===== src/rtl/stack_cpu_controller_if.sv =====
// Control bundle between the stack-machine sequencer and its datapath.
// master = sequencer (drives strobes), slave = datapath (drives opcode from IR[7:5]).
interface stack_cpu_controller_if;
    logic [2:0] opcode;
    logic       pcWrite;
    logic       pcWriteCond;
    logic       pcSrc;
    logic       IorD;
    logic       memRead;
    logic       memWrite;
    logic       IRWrite;
    logic       MtoS;
    logic       ldA;
    logic       ldB;
    logic       srcA;
    logic       srcB;
    logic       push;
    logic       pop;
    logic       tos;
    logic [1:0] ALUOp;
    logic       instrDone;
    logic       fault;

    modport master (
        input  opcode,
        output pcWrite, pcWriteCond, pcSrc, IorD, memRead, memWrite, IRWrite, MtoS,
               ldA, ldB, srcA, srcB, push, pop, tos, ALUOp, instrDone, fault
    );

    modport slave (
        output opcode,
        input  pcWrite, pcWriteCond, pcSrc, IorD, memRead, memWrite, IRWrite, MtoS,
               ldA, ldB, srcA, srcB, push, pop, tos, ALUOp, instrDone, fault
    );
endinterface


===== src/rtl/stack_cpu_controller.sv =====
// Multicycle Moore sequencer for the 8-bit stack machine; strobes decode from state only.
// Optional stack-depth guard (CTRL_STACK_GUARD_EN) traps push-on-full / pop-on-empty into a sticky TRAP.
module stack_cpu_controller #(
    parameter int STACK_DEPTH = 16,
    parameter int DEPTH_W     = 5
) (
    input  logic                          clk,
    input  logic                          rst,
    stack_cpu_controller_if.master        bus
);

    typedef enum logic [3:0] {
        S_IDLE, S_FETCH, S_DECODE, S_POPA, S_POPB, S_EXEC2, S_EXEC1, S_PUSHR,
        S_MEMRD, S_PUSHM, S_POPST, S_MEMWR, S_JMP, S_TOSZ, S_JZ
`ifdef CTRL_STACK_GUARD_EN
        , S_TRAP
`endif
    } state_t;

    if (2**DEPTH_W <= STACK_DEPTH) begin : g_depth_w_check
        $error("DEPTH_W too narrow to hold STACK_DEPTH");
    end

    state_t     state;
    state_t     state_nxt;
    logic [2:0] op_q;
    logic       push_s;
    logic       pop_s;

`ifdef CTRL_STACK_GUARD_EN
    logic [DEPTH_W-1:0] depth;
    logic [DEPTH_W-1:0] depth_nxt;

    always_ff @(posedge clk or negedge rst) begin
        if (!rst) depth <= '0;
        else      depth <= depth_nxt;
    end
`endif

    // Opcode is held from DECODE so later states stay a pure function of state.
    always_ff @(posedge clk or negedge rst) begin
        if (!rst) begin
            state <= S_IDLE;
            op_q  <= '0;
        end else begin
            state <= state_nxt;
            if (state == S_DECODE) op_q <= bus.opcode;
        end
    end

    always_comb begin
        state_nxt       = state;
        push_s          = 1'b0;
        pop_s           = 1'b0;
        bus.pcWrite     = 1'b0;
        bus.pcWriteCond = 1'b0;
        bus.pcSrc       = 1'b0;
        bus.IorD        = 1'b0;
        bus.memRead     = 1'b0;
        bus.memWrite    = 1'b0;
        bus.IRWrite     = 1'b0;
        bus.MtoS        = 1'b0;
        bus.ldA         = 1'b0;
        bus.ldB         = 1'b0;
        bus.srcA        = 1'b0;
        bus.srcB        = 1'b0;
        bus.tos         = 1'b0;
        bus.ALUOp       = 2'b00;
        bus.instrDone   = 1'b0;
        bus.fault       = 1'b0;
`ifdef CTRL_STACK_GUARD_EN
        depth_nxt       = depth;
`endif
        case (state)
            S_IDLE:   state_nxt = S_FETCH;
            S_FETCH: begin
                bus.memRead = 1'b1;
                bus.IRWrite = 1'b1;
                bus.srcA    = 1'b1;
                bus.srcB    = 1'b1;
                bus.pcWrite = 1'b1;
                state_nxt   = S_DECODE;
            end
            S_DECODE: begin
                case (bus.opcode)
                    3'b100:  state_nxt = S_MEMRD;
                    3'b101:  state_nxt = S_POPST;
                    3'b110:  state_nxt = S_JMP;
                    3'b111:  state_nxt = S_TOSZ;
                    default: state_nxt = S_POPA;
                endcase
            end
            S_POPA: begin
                pop_s     = 1'b1;
                bus.ldA   = 1'b1;
                state_nxt = (op_q == 3'b011) ? S_EXEC1 : S_POPB;
            end
            S_POPB: begin
                pop_s     = 1'b1;
                bus.ldB   = 1'b1;
                state_nxt = S_EXEC2;
            end
            S_EXEC2: begin
                bus.ALUOp = op_q[1:0];
                state_nxt = S_PUSHR;
            end
            S_EXEC1: begin
                bus.ALUOp = 2'b11;
                state_nxt = S_PUSHR;
            end
            S_PUSHR: begin
                push_s        = 1'b1;
                bus.instrDone = 1'b1;
                state_nxt     = S_FETCH;
            end
            S_MEMRD: begin
                bus.IorD    = 1'b1;
                bus.memRead = 1'b1;
                state_nxt   = S_PUSHM;
            end
            S_PUSHM: begin
                push_s        = 1'b1;
                bus.MtoS      = 1'b1;
                bus.instrDone = 1'b1;
                state_nxt     = S_FETCH;
            end
            S_POPST: begin
                pop_s     = 1'b1;
                bus.ldA   = 1'b1;
                state_nxt = S_MEMWR;
            end
            S_MEMWR: begin
                bus.IorD      = 1'b1;
                bus.memWrite  = 1'b1;
                bus.instrDone = 1'b1;
                state_nxt     = S_FETCH;
            end
            S_JMP: begin
                bus.pcSrc     = 1'b1;
                bus.pcWrite   = 1'b1;
                bus.instrDone = 1'b1;
                state_nxt     = S_FETCH;
            end
            S_TOSZ: begin
                bus.tos   = 1'b1;
                state_nxt = S_JZ;
            end
            S_JZ: begin
                bus.pcSrc       = 1'b1;
                bus.pcWriteCond = 1'b1;
                bus.instrDone   = 1'b1;
                state_nxt       = S_FETCH;
            end
`ifdef CTRL_STACK_GUARD_EN
            S_TRAP: begin
                bus.fault = 1'b1;
                state_nxt = S_TRAP;
            end
`endif
            default: state_nxt = S_IDLE;
        endcase
        bus.push = push_s;
        bus.pop  = pop_s;
`ifdef CTRL_STACK_GUARD_EN
        // Judge against the depth the target state will actually see, so POPA->POPB
        // on a single-entry stack is caught before the second pop.
        depth_nxt = depth + DEPTH_W'(push_s) - DEPTH_W'(pop_s);
        if (((state_nxt == S_POPA) || (state_nxt == S_POPB) || (state_nxt == S_POPST)) &&
            (depth_nxt == '0))
            state_nxt = S_TRAP;
        if (((state_nxt == S_PUSHR) || (state_nxt == S_PUSHM)) &&
            (depth_nxt == DEPTH_W'(STACK_DEPTH)))
            state_nxt = S_TRAP;
`endif
    end

endmodule


===== src/flat_wrapper.sv =====
// flat-port wrapper written by rule: the top's interface ports become plain ports
module stack_cpu_controller_flat 
#(
    parameter int STACK_DEPTH = 16,
    parameter int DEPTH_W     = 5
)
  (clk, rst, bus_opcode, bus_pcWrite, bus_pcWriteCond, bus_pcSrc, bus_IorD, bus_memRead, bus_memWrite, bus_IRWrite, bus_MtoS, bus_ldA, bus_ldB, bus_srcA, bus_srcB, bus_push, bus_pop, bus_tos, bus_ALUOp, bus_instrDone, bus_fault);
  stack_cpu_controller_if bus_i ();
  input  logic clk;
  input  logic rst;
  input wire logic [$bits(bus_i.opcode)-1:0] bus_opcode;
  output wire logic [$bits(bus_i.pcWrite)-1:0] bus_pcWrite;
  output wire logic [$bits(bus_i.pcWriteCond)-1:0] bus_pcWriteCond;
  output wire logic [$bits(bus_i.pcSrc)-1:0] bus_pcSrc;
  output wire logic [$bits(bus_i.IorD)-1:0] bus_IorD;
  output wire logic [$bits(bus_i.memRead)-1:0] bus_memRead;
  output wire logic [$bits(bus_i.memWrite)-1:0] bus_memWrite;
  output wire logic [$bits(bus_i.IRWrite)-1:0] bus_IRWrite;
  output wire logic [$bits(bus_i.MtoS)-1:0] bus_MtoS;
  output wire logic [$bits(bus_i.ldA)-1:0] bus_ldA;
  output wire logic [$bits(bus_i.ldB)-1:0] bus_ldB;
  output wire logic [$bits(bus_i.srcA)-1:0] bus_srcA;
  output wire logic [$bits(bus_i.srcB)-1:0] bus_srcB;
  output wire logic [$bits(bus_i.push)-1:0] bus_push;
  output wire logic [$bits(bus_i.pop)-1:0] bus_pop;
  output wire logic [$bits(bus_i.tos)-1:0] bus_tos;
  output wire logic [$bits(bus_i.ALUOp)-1:0] bus_ALUOp;
  output wire logic [$bits(bus_i.instrDone)-1:0] bus_instrDone;
  output wire logic [$bits(bus_i.fault)-1:0] bus_fault;
  assign bus_i.opcode = bus_opcode;
  assign bus_pcWrite = bus_i.pcWrite;
  assign bus_pcWriteCond = bus_i.pcWriteCond;
  assign bus_pcSrc = bus_i.pcSrc;
  assign bus_IorD = bus_i.IorD;
  assign bus_memRead = bus_i.memRead;
  assign bus_memWrite = bus_i.memWrite;
  assign bus_IRWrite = bus_i.IRWrite;
  assign bus_MtoS = bus_i.MtoS;
  assign bus_ldA = bus_i.ldA;
  assign bus_ldB = bus_i.ldB;
  assign bus_srcA = bus_i.srcA;
  assign bus_srcB = bus_i.srcB;
  assign bus_push = bus_i.push;
  assign bus_pop = bus_i.pop;
  assign bus_tos = bus_i.tos;
  assign bus_ALUOp = bus_i.ALUOp;
  assign bus_instrDone = bus_i.instrDone;
  assign bus_fault = bus_i.fault;
  stack_cpu_controller #(.STACK_DEPTH(STACK_DEPTH), .DEPTH_W(DEPTH_W)) u_core (.clk(clk), .rst(rst), .bus(bus_i));
endmodule

===== config.mk =====
export PLATFORM = sky130hd
export DESIGN_NAME = stack_cpu_controller_flat
export DESIGN_NICKNAME = d
export VERILOG_FILES = /design/src/rtl/stack_cpu_controller_if.sv /design/src/rtl/stack_cpu_controller.sv /design/src/flat_wrapper.sv
export SDC_FILE = /design/constraint.sdc
export NUM_CORES = 1
export LEC_CHECK = 0
export BUFFER_PORTS_ARGS = -buffer_cell sky130_fd_sc_hd__buf_2
export CAP_MARGIN = 15
export CORE_MARGIN = 2
export CORE_UTILIZATION = 41
export CTS_CLUSTER_SIZE = 10
export DETAILED_ROUTE_END_ITERATION = 8
export HOLD_SLACK_MARGIN = 0.02
export PLACE_DENSITY_LB_ADDON = 0.2
export SLEW_MARGIN = 20
export SYNTH_ARGS = -nofsm -noshare
export SYNTH_HDL_FRONTEND = slang
export SYNTH_SLANG_ARGS = --single-unit

===== constraint.sdc =====
create_clock -name clk -period 1.8 [get_ports clk]
set_input_delay 0.09 -clock clk [delete_from_list [all_inputs] [get_ports clk]]
set_output_delay 0.09 -clock clk [all_outputs]
set_load 0.005 [all_outputs]

After elaboration in Yosys (flattened, before gate mapping) --
Cells that the tools add are included.
Cells by class: shift operators 0, div/mod/pow operators 0, $lt $le $gt $ge 0, equality and inequality tests 19, add/sub/neg operators 0, mux-type cells 18, multiply operators 0, reduce and logical (&&, ||, !) cells 11, bitwise operators 0
Operators with widths (count):
- $pmux 4 s9 | 1
- $eq 4x4->1 const B | 7
- $eq 4x3->1 const B | 4
- $pmux 4 s4 | 1
- $mux 1 | 14
- $reduce_or 2->1 | 7
- $eq 3x3->1 const B | 4
- $eq 4x2->1 const B | 2
- $reduce_or 6->1 | 1
- $reduce_or 5->1 | 1
- $eq 4x1->1 const B | 1
- $logic_not 4->1 | 1
- $pmux 2 s2 | 1
- $eq 3x2->1 const B | 1
- $reduce_or 3->1 | 1
- $mux 2 | 1
Word-level totals: bits in writable memories 0, bits in latches 0, bits in registers 7, word-level logic and storage cells 50, bits of input ports 5, ROM bits 0, output and inout port bits 19, memories kept 0

Longest topological paths before layout --
Gate-level depths: netlist of the first run.
depth after elaboration 3, gate-level depth with buffers 5, depth with buffers taken out 3

Worst setup path before layout of the first run --
Ideal clock, no wire load.
kind register to register, start point register u_core.state[0], end point register u_core.op_q[0], arrival 1.145 ns, path buffers 0, stages on the path, launching flop included 4, clock period less this slack 1.269 ns, required time 1.675 ns, library setup time 0.125 ns, setup slack 0.531 ns, cells stage by stage dfrtp_1 > nand2b_2 > nor3_4 > mux2_2
On the way: longest elaborated chain between the ends 1
Ends and longest elaborated chain:
- start: declaration | RTL line stack_cpu_controller.sv:24 | state_t state;
- start signal: assignment | RTL line stack_cpu_controller.sv:46 | state <= state_nxt;
- $eq 4x2->1 | RTL line stack_cpu_controller.sv:47 | if (state == S_DECODE) op_q <= bus.opcode;
- end signal: assignment | RTL line stack_cpu_controller.sv:47
- end: declaration | RTL line stack_cpu_controller.sv:26 | logic [2:0] op_q;
No other way between the ends. A chain may end at the register's enable or synchronous reset.

Worst setup path in the final report of the first run --
start point register u_core.state[2], end point output bus_pop
On the way: longest elaborated chain between the ends 3, elaborated cells on any way between the ends 5, classes of those cells eq/ne: 3; mux: 1; reduce/logical: 1
Ends and longest elaborated chain:
- $eq 4x2->1, or another cell as far along | RTL line stack_cpu_controller.sv:74 | case (state)
- $reduce_or 3->1 (no line) (*)
- $mux 1 (*) | RTL line stack_cpu_controller.sv:74
- end: declaration | RTL line flat_wrapper.sv:25 | output wire logic [$bits(bus_i.pop)-1:0] bus_pop;
Every way passes the cells marked *; elsewhere a longest branch is shown, timed or not.

==> metrics.csv, run 1 <==
stage,metric,value,unit
layout,Reg area,175.2,µm²
clocking,postcts setup bufs,0,
sta,crit share post-route,0.9324,
clocking,Skew-Pair Late Insertion Delay,0.26,ns
die,Die W,42.79,µm
setup_path,CP required,1.71,ns
die,core area,0.001350,mm²
die,Initial Util,0.4569,
sta,final hold vios,0,
layout,layout cell share with drive strength beyond 1,0.4615,
layout,Layout Nets,97,
layout,final std cells w/o fill,106,
min_path,min-delay worst type,input pin to register,
clocking,TritonCTS clock tree,built,
yosys,post-synth cell types,32,
sta,Setup TNS Final,0,ns
detailed_routing,Final ANT Viol Nets,0,
yosys,post-synth top area share,0.2840,
detailed_routing,First-pass DRT Iterations,3,
die,Top Ports,24,
clocking,post_cts resized,0,
power,leakage power,0.0003619,µW
setup_path,CP Launch Type,register,
setup_path,Critical path buffers and inverters,1,
clocking,hold buffers post-CTS,1,
yosys,synth cell count leaders,"dfrtp_1, nand2_1, a21oi_1, nor2_1",
yosys,post-synthesis instance total,68,
yosys,post-synthesis sequential area ratio,0.2840,
setup_path,Crit Path Max Fanout,10,
yosys,Post-synth EDFFs,0,
yosys,area of the mapped netlist,616.8,µm²
global_route,GRT Overall Usage,0.1475,
clocking,Root Buffer,clkbuf_4,
detailed_routing,# DRC,0,
yosys,main flop type after synthesis,dfrtp_1,
detailed_routing,routed vias,560,
detailed_routing,Total Wirelength,1304,µm
sta,f_max,595.8,MHz
setup_path,Crit. End Element,output pin,
setup_path,crit path DAT,1.59,ns
layout,area added between synthesis and finish,20.08,%
global_route,antenna violations before repair,0,
sta,fin crit period,1.678,ns
sta,final setup fails,0,
power,Worst VDD drop,0.9589,mV
clocking,Max Buffers Root-to-Sink,2,
sta,final max-slew violation count,0,
global_route,vias in the first global route,466,
setup_path,CP peak stage delay,0.49,ns
setup_path,CP Class,register to output pin,
detailed_routing,WL per Instance,12.30,µm
layout,Diodes inserted,0,
die,DIE AREA,0.001831,mm²
clocking,"Reg clk slew, reported paths",0.05,ns
sta,RSZ-0062 raised after global routing,no,
yosys,syn nets,73,
power,Power Dens Cells,1848,mW/mm²
detailed_routing,Iter 0 DRT Violations,6,
setup_path,Crit-path slowest cell,dfrtp_1,
sta,Worst Skew,0.002069,ns
layout,area of the multi-input gates,370.4,µm²
setup_path,cells along the critical path,nand2b_2 > mux2_4 > o32ai_2 > buf_2,
yosys,"Avg Cell Area, Syn",9.071,µm²
yosys,post-synthesis async set-or-reset flop share,1.000,
global_route,GR Overflow Total,0,
yosys,register bit total from synthesis,7,
yosys,yosys warns,0,
placed_design,Post-DP Area,704.4,µm²
placed_design,Placed Instances,101,
placed_design,HPWL after DPL,958.9,µm
clocking,H-tree levels,1,
setup_path,"CP delay by family, top",flip-flops,
yosys,"top cells by area, synth","dfrtp_1, mux2_2, a21oi_1",
clocking,Sink Count,7,
status,status,"finished, final reports clean",
placed_design,gpl congestion,0.7785,
clocking,cts bufs inserted,3,
layout,fillers,139,
yosys,Synth area leader,dfrtp_1,
layout,design area,740.7,µm²
die,Core Rows,13,
detailed_routing,DR vias/cell,5.283,
die,die height,42.79,µm
global_route,first-pass GRT wire length,2063,µm
run,Max Cap Viol,0,
placed_design,Port Buffer Count,22,
global_route,largest net degree at the start of global routing,16,
==> worst reg2reg max path: cells and delay by family, from the launching register on <==
family | cells | cell delay [ns]
DFF | 1 | 0.58
and+or+nand+nor | 2 | 0.40
muxes | 1 | 0.37
==> layout make-up <==
type                       instances  share of cell area
multi-input combinational         53              0.5000
sequential                         7              0.2365
timing repair buffer              27              0.2027
clock buffer                       4             0.03547
tap                               15             0.02534
==> kinds of logic (layout without fill, tap and decap cells) <==
kind of cell,Yosys count,after routing,share of synthesized area
buffers and inverters,8,31,0.1156
other,1,1,0.006079
AND/OR/NAND/NOR,31,31,0.3104
AO/OA/AOI/OAI,15,15,0.1724
XOR/XNOR,1,1,0.01420
flip-flops,7,7,0.2840
multiplexers,5,5,0.09735
==> state kept, by name, summed over array words and instances (netlist names) <==
name / count
u_core.op_q: 3
u_core.state: 4
==> final timing paths <==
kind / startpoint / endpoint / slack [ns] / cells past startpoint
worst max-delay path: u_core.state[2] / bus_pop / 0.12 / 4
worst min-delay path: bus_opcode[0] / u_core.op_q[0] / 0.10 / 2
worst max register to register: u_core.state[1] / u_core.op_q[2] / 0.33 / 3
worst min register to register: u_core.op_q[2] / u_core.op_q[2] / 0.53 / 1
max in group asynchronous: rst / u_core.state[3] / 1.44 / 2
min in group asynchronous: rst / u_core.op_q[1] / 0.19 / 2
==> per-stage QoR <==
| stage | hold WS (ns) | util | total power [µW] | setup WS (ns) |
|---|---|---|---|---|
| floorplan | -0.2056 | - | 1037 | 0.5306 |
| global placement | -0.06576 | 0.5218 | 1222 | 0.3729 |
| detailed placement | -0.06567 | 0.5218 | 1225 | 0.3354 |
| CTS | 0.09617 | 0.5487 | 1384 | 0.1096 |
| global route | 0.1091 | 0.5487 | 1488 | 0.03745 |
| finish | 0.1005 | 0.5487 | 1369 | 0.1217 |
==> cells in the final DEF (no fill, tap or decap), drive strengths merged <==
cell type / n
buf: 26
nand2: 7
dfrtp: 7
a21oi: 6
nor2: 6
nand2b: 6
nor3: 5
mux2: 5
clkbuf: 4
a21o: 2
nor3b: 2
o32ai: 2
nor2b: 1
a32oi: 1
nand4bb: 1
nand3: 1
a32o: 1
a31oi: 1
and3b: 1
xnor2: 1
o21ai: 1
o22ai: 1
and2: 1
conb: 1
dlygate4sd3: 1
==> report_power, final <==
part	total [µW]	internal (µW)	switching, µW
combinational	856	454	402
sequential	365	236	129
clock	147	84.9	62.6
total	1370	775	594
==> layer usage <==
layer | GRT usage | part of all wire | up-vias
li1 | - | - | 286
met1 | 0.1953 | 0.49 | 250
met2 | 0.2273 | 0.43 | 19
met3 | 0.01277 | 0.049 | 5
met4 | 0.09375 | 0.024 | 0
met5 | 0 | 0 | -
No activity file was read; power rests on OpenSTA's default activity.
==> run 2: changes to the inputs <==
--- a/config.mk
+++ b/config.mk
@@ -13,6 +13,7 @@
 export DETAILED_ROUTE_END_ITERATION = 8
 export HOLD_SLACK_MARGIN = 0.02
 export PLACE_DENSITY_LB_ADDON = 0.2
+export REMOVE_ABC_BUFFERS = 1
 export SLEW_MARGIN = 20
 export SYNTH_ARGS = -nofsm -noshare
 export SYNTH_HDL_FRONTEND = slang
==> run 2 against run 1 <==
Against the previous run:
- via count decreased by 2.5%
- clock-buffer cell count decreased by 1
- worst hold slack improved by 0.023 ns
- non-clock buffer count decreased by 1
- power decreased by 1.2%
- cell area decreased by 0.84%
- routed wire length decreased by 0.69%
- global-route usage increased by 1.0 points
- largest power group unchanged
==> metrics.csv, run 2 (same netlist as run 1, synthesis figures left out) <==
stage,metric,value,unit
setup_path,crit path DAT,1.58,ns
die,Die W,42.79,µm
setup_path,"CP delay by family, top",flip-flops,
layout,Reg area,175.2,µm²
setup_path,Crit Path Max Fanout,7,
setup_path,Crit. End Element,output pin,
setup_path,Critical path buffers and inverters,1,
layout,area added between synthesis and finish,19.07,%
setup_path,r2r setup slk,0.26,ns
global_route,GRT Overall Usage,0.1580,
layout,Layout Nets,96,
detailed_routing,Final ANT Viol Nets,0,
global_route,first-pass GRT wire length,2173,µm
setup_path,Reg-to-Reg End,u_core.op_q[0],
layout,max FFs per register,4,
clocking,Root Buffer,clkbuf_4,
setup_path,r2r worst-path depth,3,
min_path,min-delay worst type,input pin to register,
clocking,Skew-Pair Late Insertion Delay,0.25,ns
sta,Slew @ Worst Pin,0.5042,ns
clocking,Max Buffers Root-to-Sink,2,
clocking,Sink Count,7,
global_route,antenna violations before repair,0,
detailed_routing,First-pass DRT Iterations,4,
sta,final hold vios,0,
placed_design,HPWL after DPL,973.5,µm
layout,area of the multi-input gates,370.4,µm²
sta,f_max,597.9,MHz
status,status,"finished, final reports clean",
placed_design,Setup WS pre-CTS,0.2800,ns
sta,Worst Skew,0.004836,ns
global_route,largest net degree at the start of global routing,17,
sta,fin crit period,1.672,ns
detailed_routing,# DRC,0,
setup_path,Crit-path slowest cell,dfrtp_1,
placed_design,gpl congestion,0.7371,
global_route,vias in the first global route,469,
sta,final max-slew violation count,0,
setup_path,CP Launch Type,register,
setup_path,CP peak stage delay,0.49,ns
setup_path,CP Class,register to output pin,
detailed_routing,Total Wirelength,1295,µm
detailed_routing,M1 WL,636,µm
layout,Biggest register,u_core.state,
detailed_routing,met3 wire length,46,µm
die,DIE AREA,0.001831,mm²
layout,Diodes inserted,0,
die,Initial Util,0.4569,
run,Max Cap Viol,0,
die,Top Ports,24,
sta,slew margin rel.,0.6639,
setup_path,CP Depth,4,
layout,"commonest non-fill, non-tap cells in the layout","buf_2, nand2_1, dfrtp_1",
detailed_routing,wire length on met2,603,µm
clocking,TritonCTS clock tree,built,
power,leakage power,0.0003597,µW
clocking,"Reg clk slew, reported paths",0.05,ns
die,die height,42.79,µm
min_path,hold endpoint,u_core.op_q[0],
detailed_routing,top sig layer,met4,
setup_path,CP required,1.71,ns
power,Power Dens Cells,1841,mW/mm²
sta,final setup fails,0,
sta,crit share post-route,0.9291,
detailed_routing,DR vias/cell,5.200,
layout,"most common cell after layout, fill and taps aside",buf_2,
clocking,post_cts resized,0,
detailed_routing,routed vias,546,
setup_path,r2r startpoint,u_core.state[1],
die,Core Rows,13,
sta,RSZ-0062 raised after global routing,no,
min_path,hold_sp,bus_opcode[0],
die,core area,0.001350,mm²
sta,Setup TNS Final,0,ns
placed_design,Port Buffer Count,22,
setup_path,cells along the critical path,nand2b_2 > mux2_4 > o32ai_2 > buf_2,
layout,layout cell share with drive strength beyond 1,0.4667,
clocking,H-tree levels,1,
layout,top flop regs,"u_core.state: 4 flops, u_core.op_q: 3 flops",
layout,fillers,132,
detailed_routing,WL per Instance,12.33,µm
global_route,GR Overflow Total,0,
min_path,hold depth,2,
sta,"Worst Setup Slack, final",0.1275,ns
clocking,cts bufs inserted,3,
detailed_routing,Iter 0 DRT Violations,9,
power,Worst VDD drop,0.9600,mV
==> run 2: routing by layer <==
| metal | GRT usage | vias up |
|---|---|---|
| li1 | - | 284 |
| met1 | 0.2249 | 250 |
| met2 | 0.2182 | 10 |
| met3 | 0.02979 | 2 |
| met4 | 0.09375 | 0 |
| met5 | 0 | - |
==> run 2: final cells by class <==
cell class,count,area share
multi-input combinational,53,0.5043
sequential,7,0.2385
timing repair buffer,26,0.1942
clock buffer,3,0.03066
tap,15,0.02555
clock inverter,1,0.006814
==> run 2: power by group <==
part / switching (µW) / total [µW] / internal (µW)
Sequential: 135 / 371 / 236
Clock: 56.6 / 138 / 81.0
Combinational: 402 / 844 / 442
Total: 594 / 1350 / 758
==> run 2: worst max-delay path by stage <==
stage	startpoint	to	slack, ns
after detailed placement	u_core.state[1]	u_core.op_q[0]	0.28
after global placement	u_core.state[1]	u_core.op_q[1]	0.35
after CTS	u_core.state[2]	bus_pop	0.11
final	u_core.state[2]	bus_pop	0.13
after floorplan	u_core.state[0]	u_core.op_q[0]	0.40
after global routing	u_core.state[2]	bus_pop	0.03
==> run 2: timing repair <==
action / CTS / global route
setup endpoints to repair: 0 / 0
endpoints found under the hold margin: 7 / 0
hold buffers: 1 / 0
setup buffers: 0 / 0
==> run 2: stage by stage <==
stage,util,std cells,instance area (µm²),power [µW],hold slack (ns)
finish,0.5440,105,734.5,1352,0.1230
global route,0.5440,105,734.5,1481,0.1128
CTS,0.5440,105,734.5,1362,0.1162
detailed placement,0.5162,100,696.9,1215,-0.07327
global placement,0.5162,100,696.9,1201,-0.07316
floorplan,-,60,545.5,908.7,-0.2056
==> run 2: worst register-to-register path: cells and delay by family, from the launching register on <==
kind | cells | cell delay, ns
muxes | 1 | 0.37
and+or+nand+nor | 2 | 0.40
DFF | 1 | 0.65
==> run 3: changes to the inputs <==
==> constraint.sdc (replaced) <==
create_clock -name clk -period 1.6 [get_ports clk]
set_input_delay 0.08 -clock clk [delete_from_list [all_inputs] [get_ports clk]]
set_output_delay 0.08 -clock clk [all_outputs]
set_load 0.005 [all_outputs]
==> run 3 against run 2 <==
Against the previous run:
- first-iteration DRC count is 11% higher
- combinational power is 26% higher
- setup slack got worse by 0.083 ns
- register-to-register slack better by 0.04 ns
- cell area grew 3.1%
- via count fell by 0.73%
- final cell count rose by 1.9%
- utilization rose by 1.7 points
- clock power grew 16%
- sequential power decreased by 2%
- critical endpoint unchanged
==> metrics.csv, run 3 (same netlist as run 1, synthesis figures left out) <==
stage,metric,value,unit
detailed_routing,Total Wirelength,1297,µm
detailed_routing,WL per Instance,12.12,µm
min_path,min-delay worst type,input pin to register,
setup_path,CP required,1.52,ns
power,leakage power,0.0003687,µW
die,Die W,42.79,µm
sta,f_max,642.8,MHz
power,Power Dens Cells,2085,mW/mm²
detailed_routing,First-pass DRT Iterations,4,
global_route,GR Overflow Total,0,
setup_path,Crit. End Element,output pin,
detailed_routing,routed vias,542,
layout,Biggest register,u_core.state,
power,Worst VDD drop,0.9656,mV
detailed_routing,Final ANT Viol Nets,0,
layout,final std cells w/o fill,107,
status,status,"finished, final reports clean",
sta,RSZ-0062 raised after global routing,yes,
clocking,TritonCTS clock tree,built,
placed_design,HPWL after DPL,950.9,µm
setup_path,Crit Path Max Fanout,7,
die,die height,42.79,µm
setup_path,r2r worst-path depth,3,
min_path,hold endpoint,u_core.op_q[0],
placed_design,Placed Instances,102,
global_route,largest net degree at the start of global routing,16,
clocking,Skew-Pair Late Insertion Delay,0.25,ns
sta,final setup fails,0,
layout,max FFs per register,4,
sta,crit share post-route,0.9723,
die,Top Ports,24,
layout,Reg area,176.4,µm²
placed_design,gpl congestion,0.7924,
clocking,Sink Count,7,
sta,Setup TNS Final,0,ns
run,Max Cap Viol,0,
detailed_routing,DR vias/cell,5.065,
sta,Worst Skew,0.001453,ns
layout,top flop regs,"u_core.state: 4 flops, u_core.op_q: 3 flops",
layout,design area,757.0,µm²
die,DIE AREA,0.001831,mm²
die,core area,0.001350,mm²
die,Core Rows,13,
sta,final max-slew violation count,0,
layout,area of the multi-input gates,377.9,µm²
layout,fillers,131,
sta,final hold vios,0,
setup_path,crit path DAT,1.48,ns
placed_design,Setup WS pre-CTS,0.2847,ns
min_path,hold_sp,bus_opcode[0],
clocking,Root Buffer,clkbuf_4,
setup_path,r2r setup slk,0.30,ns
clocking,postcts setup bufs,0,
placed_design,Port Buffer Count,22,
detailed_routing,Iter 0 DRT Violations,10,
layout,layout cell share with drive strength beyond 1,0.5000,
global_route,vias in the first global route,481,
layout,Diodes inserted,0,
layout,"most common cell after layout, fill and taps aside",buf_2,
sta,"Worst Setup Slack, final",0.04438,ns
setup_path,Reg-to-Reg End,u_core.op_q[2],
clocking,cts bufs inserted,3,
clocking,H-tree levels,1,
clocking,"Reg clk slew, reported paths",0.05,ns
die,Initial Util,0.4569,
global_route,first-pass GRT wire length,2139,µm
setup_path,CP Class,register to output pin,
min_path,hold depth,2,
global_route,antenna violations before repair,0,
layout,Layout Nets,98,
detailed_routing,# DRC,0,
global_route,GRT Overall Usage,0.1530,
sta,fin crit period,1.556,ns
layout,area added between synthesis and finish,22.72,%
setup_path,CP Launch Type,register,
clocking,Max Buffers Root-to-Sink,2,
placed_design,Post-DP Area,711.9,µm²
setup_path,r2r startpoint,u_core.state[0],
layout,"commonest non-fill, non-tap cells in the layout","buf_2, nand2_1, a21oi_1, dfrtp_1",
-- run 3: cell types whose count changed in the layout (fill, tap and decap cells not counted), sizes merged --
cell / delta
buf: +2
clkbuf: +1
clkinv: -1
-- run 3: how the worst max path moves through the flow --
stage / from / endpoint / slack, ns / cells past startpoint
2_1_floorplan: u_core.state[0] / u_core.op_q[0] / 0.20 / 3
3_3_place_gp: u_core.state[3] / u_core.state[2] / 0.29 / 4
3_5_place_dp: u_core.state[3] / u_core.state[2] / 0.28 / 4
4_1_cts: u_core.state[3] / bus_pop / 0.008 / 4
5_1_grt: u_core.state[2] / bus_pop / -0.04 / 4
6_report: u_core.state[2] / bus_pop / 0.04 / 4
-- run 3: layer usage --
metal,GRT usage,routed length (µm),vias to the layer above
met4,0.05625,0,0
li1,-,-,288
met5,0,0,-
met3,0.03830,42,0
met1,0.2199,628,243
met2,0.2182,627,11
-- run 3: power by group --
group          internal, µW  switching [µW]
registers               269            95.1
logic                   535             520
clock network          95.1            64.5
-- run 3: timing repair --
| action | 4_1_cts | 5_1_grt |
|---|---|---|
| hold buffers | 1 | 0 |
| endpoints found under the setup margin | 0 | 5 |
| endpoints found under the hold margin | 7 | 0 |
| resized for setup | 0 | 3 |
-- run 3: cell type report --
cell class / instances / share of cell area
clock buffers: 4 / 0.03471
multi-input cells: 53 / 0.4992
flip-flops and latches: 7 / 0.2331
well taps: 15 / 0.02479
repair buffers: 28 / 0.2083
-- run 3: per-stage QoR --
stage	total power, µW	hold slack (ns)	util
after floorplan	1022	-0.2156	-
after global placement	1397	-0.08081	0.5273
after detailed placement	1399	-0.08111	0.5273
after CTS	1570	0.08434	0.5542
after global routing	1719	0.09238	0.5607
final	1579	0.09737	0.5607
-- run 3: worst max-delay path: stages (launching register included) --
cell,delay (ns)
dfrtp_1,0.42
nand2b_2,0.27
mux2_4,0.28
o32ai_2,0.11
buf_2,0.14
